**config.mk**
```make
export PLATFORM = sky130hd
export DESIGN_NAME = id_ex_reg
export DESIGN_NICKNAME = d
export VERILOG_FILES = /design/src/rtl/id_ex_reg.sv
export SDC_FILE = /design/constraint.sdc
export NUM_CORES = 1
export LEC_CHECK = 0
export BUFFER_PORTS_ARGS = -buffer_cell sky130_fd_sc_hd__buf_2
export CAP_MARGIN = 40
export CORE_ASPECT_RATIO = 1.2
export CORE_MARGIN = 4
export CORE_UTILIZATION = 42
export DETAILED_ROUTE_END_ITERATION = 8
export PLACE_DENSITY = 0.75
export SETUP_SLACK_MARGIN = 0.4
export SLEW_MARGIN = 25
export SYNTH_ARGS = -nofsm -noshare
export SYNTH_HDL_FRONTEND = slang
export SYNTH_SLANG_ARGS = --single-unit
```
**constraint.sdc**
```tcl
create_clock -name clk -period 1.4 [get_ports clk]
set_input_delay 0.07 -clock clk [delete_from_list [all_inputs] [get_ports clk]]
set_output_delay 0.07 -clock clk [all_outputs]
set_load 0.1 [all_outputs]
```
**src/rtl/id_ex_reg.sv**
```systemverilog
// -----------------------------------------------------------------------------
// id_ex_reg
// ID/EX pipeline register for the five-stage WISC-S24 pipeline.
//
// Captures the decoded operands, immediate, register specifiers and every
// EX/MEM/WB control bit from decode, and presents them to execute one cycle
// later. Supports hold (stall) and bubble insertion (flush). While held, the
// register snoops the writeback port so a stalled instruction never leaves
// with a stale source operand.
//
// Ports
//   clk, rst_n            : rising-edge clock, asynchronous active-low reset
//   stall, flush          : hold contents / replace contents with a bubble
//                           (flush wins over stall)
//   valid_in              : decode slot holds a real instruction
//   pc2_in                : PC+2 of the instruction
//   rs_data_in/rt_data_in : register-file read data
//   imm_in                : extended immediate
//   rs/rt/rd_id_in        : register specifiers
//   EX ctl  : ALUsrc_in, ALUop_in, ByteSel_in, set_N_in, set_V_in, set_Z_in
//   MEM ctl : MemRead_in, MemWrite_in
//   WB ctl  : RegWrite_in, MemtoReg_in, PCS_in, halt_in
//   wb_en, wb_id, wb_data : writeback port, snooped while stalled
//   *_out                 : registered copies of every *_in
//   valid_out             : EX slot holds a real instruction
//   halted                : sticky, set once a valid halt enters EX
// -----------------------------------------------------------------------------
module id_ex_reg #(
   parameter int DW = 16,
   parameter int RW = 4
) (
   input  logic          clk,
   input  logic          rst_n,
   input  logic          stall,
   input  logic          flush,
   input  logic          valid_in,
   input  logic [DW-1:0] pc2_in,
   input  logic [DW-1:0] rs_data_in,
   input  logic [DW-1:0] rt_data_in,
   input  logic [DW-1:0] imm_in,
   input  logic [RW-1:0] rs_id_in,
   input  logic [RW-1:0] rt_id_in,
   input  logic [RW-1:0] rd_id_in,
   input  logic          ALUsrc_in,
   input  logic [2:0]    ALUop_in,
   input  logic          ByteSel_in,
   input  logic          set_N_in,
   input  logic          set_V_in,
   input  logic          set_Z_in,
   input  logic          MemRead_in,
   input  logic          MemWrite_in,
   input  logic          RegWrite_in,
   input  logic          MemtoReg_in,
   input  logic          PCS_in,
   input  logic          halt_in,
   input  logic          wb_en,
   input  logic [RW-1:0] wb_id,
   input  logic [DW-1:0] wb_data,
   output logic          valid_out,
   output logic [DW-1:0] pc2_out,
   output logic [DW-1:0] rs_data_out,
   output logic [DW-1:0] rt_data_out,
   output logic [DW-1:0] imm_out,
   output logic [RW-1:0] rs_id_out,
   output logic [RW-1:0] rt_id_out,
   output logic [RW-1:0] rd_id_out,
   output logic          ALUsrc_out,
   output logic [2:0]    ALUop_out,
   output logic          ByteSel_out,
   output logic          set_N_out,
   output logic          set_V_out,
   output logic          set_Z_out,
   output logic          MemRead_out,
   output logic          MemWrite_out,
   output logic          RegWrite_out,
   output logic          MemtoReg_out,
   output logic          PCS_out,
   output logic          halt_out,
   output logic          halted
);

   // All control bits travel together so that bubbles and non-valid slots
   // can clear them with a single assignment.
   typedef struct packed {
      logic       alusrc;
      logic [2:0] aluop;
      logic       bytesel;
      logic       set_n;
      logic       set_v;
      logic       set_z;
      logic       memread;
      logic       memwrite;
      logic       regwrite;
      logic       memtoreg;
      logic       pcs;
      logic       halt;
   } ctl_t;

   ctl_t          w_ctl_in;
   logic          w_load;
   logic          w_wb_live;
   logic          w_snoop_rs;
   logic          w_snoop_rt;

   logic          r_valid;
   logic [DW-1:0] r_pc2;
   logic [DW-1:0] r_rs_data;
   logic [DW-1:0] r_rt_data;
   logic [DW-1:0] r_imm;
   logic [RW-1:0] r_rs_id;
   logic [RW-1:0] r_rt_id;
   logic [RW-1:0] r_rd_id;
   ctl_t          r_ctl;
   logic          r_halted;

   assign w_ctl_in = '{
      alusrc:   ALUsrc_in,
      aluop:    ALUop_in,
      bytesel:  ByteSel_in,
      set_n:    set_N_in,
      set_v:    set_V_in,
      set_z:    set_Z_in,
      memread:  MemRead_in,
      memwrite: MemWrite_in,
      regwrite: RegWrite_in,
      memtoreg: MemtoReg_in,
      pcs:      PCS_in,
      halt:     halt_in
   };

   assign w_load = !flush && !stall;

   // A writeback to R0 is architecturally meaningless, and an empty slot has
   // no operands worth refreshing.
   assign w_wb_live  = wb_en && (wb_id != '0) && r_valid;
   assign w_snoop_rs = w_wb_live && (wb_id == r_rs_id);
   assign w_snoop_rt = w_wb_live && (wb_id == r_rt_id);

   always_ff @(posedge clk or negedge rst_n) begin
      if (!rst_n) begin
         r_valid   <= 1'b0;
         r_pc2     <= '0;
         r_rs_data <= '0;
         r_rt_data <= '0;
         r_imm     <= '0;
         r_rs_id   <= '0;
         r_rt_id   <= '0;
         r_rd_id   <= '0;
         r_ctl     <= '0;
      end else if (flush) begin
         // Bubble: clears data and IDs too, even if a stall is also asserted.
         r_valid   <= 1'b0;
         r_pc2     <= '0;
         r_rs_data <= '0;
         r_rt_data <= '0;
         r_imm     <= '0;
         r_rs_id   <= '0;
         r_rt_id   <= '0;
         r_rd_id   <= '0;
         r_ctl     <= '0;
      end else if (stall) begin
         // Hold everything; only the source operands may be refreshed from
         // writeback, each independently.
         if (w_snoop_rs) begin
            r_rs_data <= wb_data;
         end
         if (w_snoop_rt) begin
            r_rt_data <= wb_data;
         end
      end else begin
         // No snoop on load: the register file already bypasses writes into
         // the decode read.
         r_valid   <= valid_in;
         r_pc2     <= pc2_in;
         r_rs_data <= rs_data_in;
         r_rt_data <= rt_data_in;
         r_imm     <= imm_in;
         r_rs_id   <= rs_id_in;
         r_rt_id   <= rt_id_in;
         r_rd_id   <= rd_id_in;
         // A non-valid slot must never write memory or registers.
         r_ctl     <= valid_in ? w_ctl_in : '0;
      end
   end

   // Sticky halt indicator; only reset clears it.
   always_ff @(posedge clk or negedge rst_n) begin
      if (!rst_n) begin
         r_halted <= 1'b0;
      end else if (w_load && valid_in && halt_in) begin
         r_halted <= 1'b1;
      end
   end

   assign valid_out    = r_valid;
   assign pc2_out      = r_pc2;
   assign rs_data_out  = r_rs_data;
   assign rt_data_out  = r_rt_data;
   assign imm_out      = r_imm;
   assign rs_id_out    = r_rs_id;
   assign rt_id_out    = r_rt_id;
   assign rd_id_out    = r_rd_id;
   assign ALUsrc_out   = r_ctl.alusrc;
   assign ALUop_out    = r_ctl.aluop;
   assign ByteSel_out  = r_ctl.bytesel;
   assign set_N_out    = r_ctl.set_n;
   assign set_V_out    = r_ctl.set_v;
   assign set_Z_out    = r_ctl.set_z;
   assign MemRead_out  = r_ctl.memread;
   assign MemWrite_out = r_ctl.memwrite;
   assign RegWrite_out = r_ctl.regwrite;
   assign MemtoReg_out = r_ctl.memtoreg;
   assign PCS_out      = r_ctl.pcs;
   assign halt_out     = r_ctl.halt;
   assign halted       = r_halted;

endmodule

```
* After elaboration in Yosys (flattened, before gate mapping) *
Index checks and enable logic that the tools add are counted.

word-level totals
  bits in registers = 92
  input port bits = 116
  output and inout port bits = 92
  logic and storage cells = 57

operators by class
  eq/ne operators = 5
  multiplexer cells = 21
  reduce and logical (&&, ||, !) cells = 10

operators by type and width
  cell                  number
  $mux W16              10
  $mux W14              3
  $mux W4               6
  $eq A4 B4 Y1          2
  $logic_and A1 B1 Y1   7
  $ne A3 B1 Y1 const B  2
  $reduce_bool A4 Y1    1
  $logic_not A1 Y1      2
  $mux W1               2
  $ne A2 B1 Y1 const B  1

* Logic depth before layout (Yosys ltp) *
Gate-level depths: netlist (run 1).

  word-level depth = 7
  depth in mapped cells = 5
  mapped depth without buffers = 4

* Worst setup path before layout (run 1) *
No wires, ideal clock.

  path type = register -> register
  start = reg r_rs_id[1] (netlist: rs_id_out[1])
  end = reg r_rs_data[10] (netlist: rs_data_out[10])
  library setup time = 125 ps
  arrival time = 2096 ps
  data required time = 1275 ps
  slack = -821 ps
  stages on the path, launching flop included = 6
  buffers on the path = 1
  path through = dfrtp_1 > xor2_1 > nor4_4 > a21oi_4 > buf_6 > mux2_4

on the way
  longest elaborated chain between the ends = 3

RTL lines
  item                           line  RTL
  from (decl)                    110   logic [RW-1:0] r_rs_id;
  from (signal assigned)         178   r_rs_id <= rs_id_in;
  $eq A4 B4 Y1                   136   assign w_snoop_rs = w_wb_live && (wb_id == r_rs_id);
  $logic_and A1 B1 Y1            136
  $ne A3 B1 Y1 (no source line)  -
  to (signal assigned)           165   r_rs_data <= wb_data;
  to (signal assigned)           175   r_rs_data <= rs_data_in;
  to (decl)                      107   logic [DW-1:0] r_rs_data;

No other way between the ends.
A chain may end at the register's enable or synchronous reset.

* Final worst setup path (run 1) *
  start = reg r_rt_id[1] (netlist: rt_id_out[1])
  end = reg r_rt_data[11] (netlist: rt_data_out[11])

on the way
  longest elaborated chain between the ends = 3

RTL lines
  item                           line  RTL
  from (decl)                    111   logic [RW-1:0] r_rt_id;
  from (signal assigned)         179   r_rt_id <= rt_id_in;
  $eq A4 B4 Y1                   137   assign w_snoop_rt = w_wb_live && (wb_id == r_rt_id);
  $logic_and A1 B1 Y1            137
  $ne A3 B1 Y1 (no source line)  -
  to (signal assigned)           168   r_rt_data <= wb_data;
  to (signal assigned)           176   r_rt_data <= rt_data_in;
  to (decl)                      108   logic [DW-1:0] r_rt_data;

No other way between the ends.

==> results.sh, run 1 <==
export IMPL_start_util_pct=43.4
export IMPL_tritoncts="yes"
export IMPL_clk_path_buf_depth=2
export IMPL_grt_max_degree=77
export IMPL_synth_flop_cell="dfrtp_1"
export IMPL_powerDensity_nw_per_um2=1030
export IMPL_status="finished with violations"
export IMPL_avgSynthCellArea_um2=12.0
export IMPL_synth_edf_count=0
export IMPL_finalHoldViolCount=0
export IMPL_dieArea_um2=11700
export IMPL_clock_sinks=92
export IMPL_multi_input_area_um2=1840
export IMPL_routed_via_density=5.04
export IMPL_max_freq_ghz=0.591
export IMPL_ctsHtreeMaxLevel=3
export IMPL_postLayoutCoreUtil_pct=84.5
export IMPL_yosysUniqueCellTypes=20
export IMPL_yosys_area_top_type_share_pct=54.9
export IMPL_critPathCaptureType="register"
export IMPL_track_usage_pct=25.9
export IMPL_synth_simple_area_share_pct=12.1
export IMPL_core_area_um2=9660
export IMPL_cp_data_arrival_time_ps=1900
export IMPL_rr_worst_depth=5
export IMPL_dieWidth_um=99.2
export IMPL_tns_ps=-8740
export IMPL_synth_nets=465
export IMPL_cp_start_kind="register"
export IMPL_synth_top_cell_by_area="dfrtp_1"
export IMPL_ys_ff_latch=92
export IMPL_ant_nets=0
export IMPL_hold_depth=3
export IMPL_dpl_hpwl_um=8490
export IMPL_regArea_um2=2400
export IMPL_grt_pass1_vias=4448
export IMPL_port_buffers=207
export IMPL_finalSetupViolCount=32
export IMPL_yosysSeqAreaShare_pct=54.9
export IMPL_syn_area_um2=4200
export IMPL_detail_route_wl_per_cell_um=19.4
export IMPL_synth_common_cells="dfrtp_1, nor2_1, mux2i_1"
export IMPL_ys_async_sr_fraction_pct=100
export IMPL_yosys_mux_area_fraction_pct=20.9
export IMPL_holdWs_ps=2.14
export IMPL_fin_nets=769
export IMPL_rows=39
export IMPL_overflow=0
export IMPL_post_route_period_util_pct=121
export IMPL_rsz0062_at_grt="yes"
export IMPL_slew_viol_final=0
export IMPL_worstSkewPairLatency_ps=330
export IMPL_synthCells=349
export IMPL_antenna_found_initial=0
export IMPL_post_route_drc_count=0
export IMPL_synth_fa_ha_area_share_pct=0
export IMPL_wl_um=15100
export IMPL_die_y_um=117
export IMPL_fillCellCount=499
export IMPL_numCtsBuffers=9
export IMPL_area_growth_pct=94.6
export IMPL_slew_headroom_pct=70.3
export IMPL_clkTransAtPathRegs_ps=70
export IMPL_final_cells=781
export IMPL_drtPass1Iterations=5
export IMPL_leakagePower_uw=0.00389
export IMPL_num_vias=3933
export IMPL_cap_violations=0
export IMPL_vdd_drop_max_uv=730
export IMPL_io_pins=208
export IMPL_fin_ws_ps=-293
export IMPL_fin_worst_skew_ps=12.1
export IMPL_hold_path_class="input pin to register"
export IMPL_required_ps=1610
export IMPL_layout_drive_gt1_share_pct=58.4
export IMPL_criticalPathCategory="register to register"
export IMPL_violations="negative setup slack"
export IMPL_yosys_top_cells_area="dfrtp_1, mux2i_1, mux2_4, nand2b_1, nor2_1"
export IMPL_gp_congestion=0.799
export IMPL_worst_pin_slew_ps=444
export IMPL_synthMostInstantiatedCell="dfrtp_1"
export IMPL_critical_path_max_fanout=7
export IMPL_placed_cells=679
export IMPL_synth_top_family_by_area="multiplexers"
export IMPL_root_buffer="clkbuf_16"
export IMPL_diodes=0
export IMPL_grt_pass1_wl_um=23700
export IMPL_yosysWarningCount=0
export IMPL_drt_iter0_markers=139
export IMPL_fin_crit_ps=1690
export IMPL_synthXorXnorAreaFrac_pct=1.67
export IMPL_synth_compound_gate_area_share_pct=7.87
[cell families (layout without fill, tap and decap cells)]
| group | after synthesis | count (layout) |
|---|---|---|
| and+or+nand+nor | 100 | 100 |
| DFF | 92 | 92 |
| muxes | 76 | 76 |
| AOI/OAI and AO/OA | 50 | 50 |
| buffers and inverters | 23 | 332 |
| xor gates and xnor gates | 8 | 8 |
[where the power goes]
part / switching (µW) / internal [µW] / total (µW)
Sequential: 200 / 2850 / 3050
Combinational: 1830 / 1260 / 3090
Clock: 998 / 1300 / 2300
[area by class of cell]
type / count / share of cell area (%)
timing repair buffer: 316 / 42.7
sequential: 92 / 29.4
multi-input combinational: 234 / 22.5
clock buffer: 11 / 3.10
tap: 123 / 1.89
clock inverter: 5 / 0.429
[worst max-delay path, cell delays in order (launching register included)]
cell	delay, ps
dfrtp_4	500
xor2_2	170
nor4_4	340
a21oi_4	110
buf_6	160
mux2_4	290
[registers in the layout, summed over array words and instances (netlist names), 3 cells and up]
name	count
imm_out	16
pc2_out	16
rs_data_out	16
rt_data_out	16
rd_id_out	4
rs_id_out	4
rt_id_out	4
ALUop_out	3
[metal layers]
layer	up-vias	track usage (%)	part of all wire, %
met5	-	0	0
met4	0	13.7	4.8
met3	48	5.10	5.5
met2	189	47.5	55
met1	1902	27.5	34
li1	1794	-	-
[worst paths after layout]
kind	end	slack (ps)	startpoint
worst max-delay path	rt_data_out[11]	-290	rt_id_out[1]
worst min-delay path	pc2_out[2]	2	pc2_in[2]
worst max register to register	rt_data_out[11]	-290	rt_id_out[1]
worst min register to register	halted	520	halted
max in group asynchronous	pc2_out[9]	620	rst_n
min in group asynchronous	rs_data_out[9]	200	rst_n
[placed cells by master, fill, tap and decap left out, types with 2 or more instances in the layout]
cell type,instances
buf_2,113
buf_12,96
dfrtp_2,52
dlygate4sd3_1,52
nor2_1,45
mux2i_1,44
buf_4,41
nand2b_1,33
a21oi_1,32
dfrtp_1,32
mux2_4,20
nand2_1,17
a22o_1,14
buf_6,13
mux2_2,12
clkbuf_16,10
dfrtp_4,8
xor2_2,6
xor2_1,2
nor4_4,2
a21oi_4,2
a21o_1,2
clkbuf_8,2
clkinv_2,2
[metrics by stage]
stage | cell area, µm² | setup WS, ps | total power, µW
after floorplan | 4310 | -444 | 4690
after CTS | 7960 | -304 | 8360
final | 8160 | -293 | 8440
after global placement | 5570 | -503 | 5210
after detailed placement | 5590 | -513 | 5250
after global routing | 8160 | -363 | 8730
[timing repair]
item / 4_1_cts / 5_1_grt
pin swaps: 3 / 4
gates resized for setup: 374 / 13
endpoints found under the setup margin: 124 / 141
setup buffers: 18 / 15
hold buffers: 52 / 0
hold endpoints to repair: 144 / 0
gates cloned: 0 / 1
Note: power is estimated with default switching activity, not from simulation.
==> run 2, diff against run 1 <==
Settings changed: CORE_ASPECT_RATIO 1.2 to 1.4.
==> run 2 against run 1 <==
Against the previous run:
- the flow still finishes with violations (negative setup slack)
- non-clock buffer count decreased by 6
- first-iteration DRC count decreased by 4.3%
- cell area decreased by 0.25%
- sequential power about the same
- hold slack improved by 11 ps
- clock skew decreased by 6.0 ps
- wire length increased by 8.9%
- critical path type unchanged
- largest power group unchanged
- highest routed layer unchanged
==> results.sh, run 2 (synthesis gave the netlist of run 1 again) <==
export IMPL_status="finished with violations"
export IMPL_violations="negative setup slack"
export IMPL_p_comb_share_pct=36.1
export IMPL_wl_um=16500
export IMPL_tritoncts="yes"
export IMPL_grt_most_used_layer="met2"
export IMPL_p_sw_uw=3070
export IMPL_r2r_start="rt_id_out[3]"
export IMPL_clk_path_buf_depth=2
export IMPL_layout_commonest_cell="buf_2"
export IMPL_fin_worst_skew_ps=6.08
export IMPL_diodes=0
export IMPL_overflow=0
export IMPL_gp_congestion=0.778
export IMPL_finalSetupViolCount=33
export IMPL_cp_endpoint="rt_data_out[1]"
export IMPL_slowest_delay_ps=490
export IMPL_dpl_hpwl_um=8440
export IMPL_dieArea_um2=11700
export IMPL_post_route_period_util_pct=123
export IMPL_fin_ws_ps=-315
export IMPL_reg2reg_slack_ps=-320
export IMPL_port_buffers=207
export IMPL_pwr_share_seq_pct=35.5
export IMPL_rsz0062_at_grt="yes"
export IMPL_detail_route_wl_per_cell_um=21.0
export IMPL_cp_data_arrival_time_ps=1930
export IMPL_post_route_drc_count=0
export IMPL_worst_pin_slew_ps=492
export IMPL_antenna_found_initial=0
export IMPL_finalHoldViolCount=0
export IMPL_critPathCaptureType="register"
export IMPL_met2_usage_pct=53.8
export IMPL_worstSkewPairLatency_ps=340
export IMPL_fin_nets=763
export IMPL_num_vias=3994
export IMPL_cp_top_family="flip-flops"
export IMPL_cap_violations=0
export IMPL_die_y_um=126
export IMPL_drt_iter0_markers=133
export IMPL_p_int_uw=5540
export IMPL_critical_path_depth=5
export IMPL_postLayoutCoreUtil_pct=84.7
export IMPL_startpoint="rt_id_out[3]"
export IMPL_grtUsageMet1_pct=26.5
export IMPL_ctsHtreeMaxLevel=3
export IMPL_io_pins=208
export IMPL_grt_pass1_wl_um=25000
export IMPL_layout_drive_gt1_share_pct=57.1
export IMPL_slew_headroom_pct=67.2
export IMPL_dp_slack_ps=-491
export IMPL_track_usage_pct=28.2
export IMPL_timing_critical_path_buf_inv=1
export IMPL_max_freq_ghz=0.583
export IMPL_drtPass1Iterations=6
export IMPL_grt_pass1_vias=4693
export IMPL_path_cells="xor2_1, nor4_4, a21oi_4, buf_12, mux2_2"
export IMPL_p_clk_share_pct=28.4
export IMPL_area_growth_pct=94.1
export IMPL_clock_sinks=92
export IMPL_start_util_pct=43.6
export IMPL_hold_path_class="input pin to register"
export IMPL_fin_crit_ps=1720
export IMPL_clkTransAtPathRegs_ps=60
export IMPL_met3_usage_pct=5.49
export IMPL_powerDensity_nw_per_um2=1060
export IMPL_routed_via_density=5.09
export IMPL_vdd_drop_max_uv=752
export IMPL_rr_worst_depth=5
export IMPL_required_ps=1620
export IMPL_layout_common_cells="buf_2, buf_12, dlygate4sd3_1"
export IMPL_ant_nets=0
export IMPL_dieWidth_um=92.5
export IMPL_slew_viol_final=0
export IMPL_grt_max_degree=93
export IMPL_numCtsBuffers=9
export IMPL_rows=42
export IMPL_root_buffer="clkbuf_16"
export IMPL_core_area_um2=9620
export IMPL_cp_start_kind="register"
export IMPL_crit_slowest_cell="dfrtp_4"
export IMPL_r2r_end="rt_data_out[1]"
export IMPL_criticalPathCategory="register to register"
export IMPL_critical_path_max_fanout=16
export IMPL_leakagePower_uw=0.00385
export IMPL_p_sw_share_pct=35.6
==> run 2: per-layer routing <==
layer / routed length, µm / vias to the layer above
met4: 931 / 0
met5: 0 / -
met2: 9600 / 185
met1: 5140 / 1966
li1: - / 1783
met3: 794 / 60
==> run 2: worst min-delay path by stage <==
stage                start            to  slack [ps]  cells past startpoint
6_report         imm_in[5]    imm_out[5]          10                      3
5_1_grt          imm_in[5]    imm_out[5]          50                      3
4_1_cts        rt_id_in[3]  rt_id_out[3]           4                      3
3_5_place_dp         rst_n    pc2_out[6]         160                      2
3_3_place_gp         rst_n    pc2_out[6]         150                      2
2_1_floorplan        rst_n  ALUop_out[0]        -230                      0
==> run 2: worst reg2reg max path: cells and delay by family (launching register included) <==
kind                      cells  cell delay (ps)
DFF                           1              490
muxes                         1              370
xor gates and xnor gates      1              280
buffers and inverters         1              190
AOI/OAI and AO/OA             1              180
and+or+nand+nor               1               90
==> run 2: power by group through the flow <==
| stage | clock network [µW] | logic [µW] | registers (µW) |
|---|---|---|---|
| 4_1_cts | 2450 | 2990 | 3040 |
| 5_1_grt | 2570 | 3210 | 3070 |
| 3_3_place_gp | 0 | 2230 | 2990 |
| 3_5_place_dp | 0 | 2250 | 2990 |
| 2_1_floorplan | 0 | 461 | 4220 |
| 6_report | 2450 | 3110 | 3050 |
==> run 2: metrics by stage <==
| step | TNS [ps] | cells | power [µW] | cell area, µm² | hold WS [ps] |
|---|---|---|---|---|---|
| final | -9250 | 784 | 8610 | 8140 | 13.5 |
| after global routing | -11050 | 784 | 8850 | 8140 | 51.1 |
| after CTS | -8780 | 774 | 8480 | 8000 | 3.99 |
| after detailed placement | -14210 | 684 | 5240 | 5580 | 157 |
| after global placement | -13600 | 683 | 5210 | 5570 | 148 |
| after floorplan | -12000 | 349 | 4690 | 4310 | -226 |
==> run 2: repair_timing <==
action | CTS | global route
hold buffers | 55 | 0
pin swaps | 2 | 0
setup endpoints to repair | 141 | 159
setup buffers | 19 | 10
gates resized for setup | 375 | 14
endpoints found under the hold margin | 147 | 0
==> run 2: cell type report <==
type,count,area (µm²)
repair buffers,310,3450
clock buffers,13,250
multi-input cells,234,1840
fillers,450,1470
clock inverters,3,46.3
well taps,132,165
flip-flops and latches,92,2400
==> run 3, diff against run 2 <==
Settings changed: ABC_AREA set to 1, CORE_UTILIZATION 42 to 41, PLACE_DENSITY 0.75 to 0.74.
==> run 3 against run 2 <==
Against the previous run:
- the run still ends with negative setup slack left
- non-clock buffer count is 9 higher
- sequential share of layout area is 0.19 points lower
- cell area is 0.91% higher
- utilization is 1.7 points higher
- final cell count is 10% higher
- maximum frequency is 22% higher
- critical path depth is 2 higher
- setup slack better by 310 ps
- critical endpoint is now rs_data_out[7]
- largest power group unchanged
==> results.sh, run 3 <==
export IMPL_cap_violations=0
export IMPL_startpoint="rs_id_out[3]"
export IMPL_synthMostInstantiatedCell="nand2_1"
export IMPL_fin_nets=843
export IMPL_fin_worst_skew_ps=3.80
export IMPL_fin_ws_ps=-6.33
export IMPL_wl_um=17900
export IMPL_numCtsBuffers=9
export IMPL_yosysWarningCount=0
export IMPL_reg2reg_slack_ps=-6
export IMPL_max_freq_ghz=0.711
export IMPL_postLayoutCoreUtil_pct=86.4
export IMPL_leakagePower_uw=0.00391
export IMPL_port_buffers=207
export IMPL_grt_max_degree=93
export IMPL_root_buffer="clkbuf_16"
export IMPL_post_route_period_util_pct=100
export IMPL_dieArea_um2=11500
export IMPL_slew_viol_final=0
export IMPL_detail_route_wl_per_cell_um=20.7
export IMPL_finalSetupViolCount=2
export IMPL_synth_edf_count=0
export IMPL_track_usage_pct=26.9
export IMPL_violations="negative setup slack"
export IMPL_yosysSeqAreaShare_pct=57.2
export IMPL_clkTransAtPathRegs_ps=60
export IMPL_syn_area_um2=4020
export IMPL_critical_path_max_fanout=8
export IMPL_synth_common_cells="nand2_1, dfrtp_1, a22o_1"
export IMPL_start_util_pct=42.3
export IMPL_hold_path_class="input pin to register"
export IMPL_io_pins=208
export IMPL_area_growth_pct=104
export IMPL_slew_headroom_pct=66.7
export IMPL_post_route_drc_count=0
export IMPL_routed_via_density=5.25
export IMPL_die_y_um=125
export IMPL_core_area_um2=9510
export IMPL_worstSkewPairLatency_ps=340
export IMPL_ctsHtreeMaxLevel=3
export IMPL_ys_async_sr_fraction_pct=100
export IMPL_cp_start_kind="register"
export IMPL_tritoncts="yes"
export IMPL_drt_iter0_markers=295
export IMPL_status="finished with violations"
export IMPL_grt_pass1_vias=4631
export IMPL_required_ps=1670
export IMPL_num_vias=4548
export IMPL_layout_commonest_cell="buf_2"
export IMPL_finalHoldViolCount=0
export IMPL_gp_congestion=0.866
export IMPL_dpl_hpwl_um=8870
export IMPL_drtPass1Iterations=5
export IMPL_rows=42
export IMPL_layout_common_cells="buf_2, nand2_1, buf_12"
export IMPL_yosys_top_cells_area="dfrtp_1, nand2_1, a22o_1, o21ai_0, nand3_1"
export IMPL_overflow=0
export IMPL_worst_pin_slew_ps=500
export IMPL_clk_path_buf_depth=2
export IMPL_grt_pass1_wl_um=24100
export IMPL_avgSynthCellArea_um2=9.58
export IMPL_synth_top_cell_by_area="dfrtp_1"
export IMPL_clock_sinks=92
export IMPL_vdd_drop_max_uv=841
export IMPL_ant_nets=0
export IMPL_r2r_start="rs_id_out[3]"
export IMPL_yosysUniqueCellTypes=20
export IMPL_ys_ff_latch=92
export IMPL_dieWidth_um=91.7
export IMPL_dp_slack_ps=39.9
export IMPL_antenna_found_initial=2
export IMPL_layout_drive_gt1_share_pct=56.4
export IMPL_rsz0062_at_grt="yes"
export IMPL_critPathCaptureType="register"
export IMPL_synth_nets=536
export IMPL_r2r_end="rs_data_out[7]"
export IMPL_criticalPathCategory="register to register"
export IMPL_rr_worst_depth=7
export IMPL_yosys_area_top_type_share_pct=57.2
export IMPL_synth_flop_cell="dfrtp_1"
export IMPL_powerDensity_nw_per_um2=1070
export IMPL_fin_crit_ps=1410
export IMPL_min_from="rt_data_in[8]"
export IMPL_hold_end="rt_data_out[8]"
export IMPL_cp_data_arrival_time_ps=1680
export IMPL_synthCells=420
export IMPL_hold_depth=5
-- run 3: report_power, final --
| part | leakage (µW) | internal, µW | switching (µW) | total (µW) |
|---|---|---|---|---|
| clock | 0.000151 | 1620 | 1010 | 2630 |
| combinational | 0.00264 | 1180 | 1910 | 3090 |
| sequential | 0.00112 | 2850 | 220 | 3070 |
-- run 3: how the worst max path moves through the flow --
stage / to / slack, ps / cells past startpoint
floorplan: rs_data_out[10] / -10 / 8
finish: rs_data_out[7] / -6 / 7
global placement: rs_data_out[10] / 60 / 7
detailed placement: rs_data_out[12] / 40 / 7
CTS: rs_data_out[0] / 100 / 7
global route: rs_data_out[14] / -70 / 8
-- run 3: stage by stage --
| stage | cell area [µm²] | total power [µW] | cells | hold slack [ps] | setup TNS, ps |
|---|---|---|---|---|---|
| finish | 8220 | 8780 | 866 | 68.7 | -8.31 |
| floorplan | 4150 | 4600 | 420 | -226 | -236 |
| global placement | 5300 | 5100 | 742 | 144 | 0 |
| detailed placement | 5300 | 5130 | 742 | 157 | 0 |
| global route | 8220 | 9070 | 866 | 80.3 | -1300 |
| CTS | 7540 | 8450 | 839 | 20.0 | 0 |
-- run 3: cells by family after synthesis --
group                  after synthesis  synth area share, %
AO/OA/AOI/OAI                       90                 16.0
buffers and inverters               58                 7.12
flip-flops                          92                 57.2
AND/OR/NAND/NOR                    180                 19.6
-- run 3: worst max-delay path, stage by stage (launching register included) --
cell,delay [ps]
dfrtp_4,500
nand2_2,80
nand2_2,70
nor2_4,180
nand3_4,200
nand2_8,170
nand2_2,70
nand2_2,70
-- run 3: what timing repair did --
action                                  4_1_cts  5_1_grt
gates cloned                                  4        0
pin swaps                                     5       21
resized for setup                           309      120
endpoints found under the setup margin      124      125
hold buffers                                 59        0
endpoints found under the hold margin       151        0
buffers inserted                             18       25
-- run 3: layer usage --
metal | track usage (%) | up-vias | wire length [µm]
met4 | 12.9 | 0 | 923
met5 | 0 | - | 0
met2 | 49.7 | 222 | 10000
met1 | 28.9 | 2240 | 6030
met3 | 5.53 | 70 | 924
li1 | - | 2016 | -
-- run 3: final cells by class --
cell class                 instances  area [µm²]
multi-input combinational        273        1700
inverter                          32         125
fill                             445        1290
clock buffer                      14         254
tap                              132         165
antenna                            2        5.00
timing repair buffer             319        3500
clock inverter                     2        60.1
sequential                        92        2400
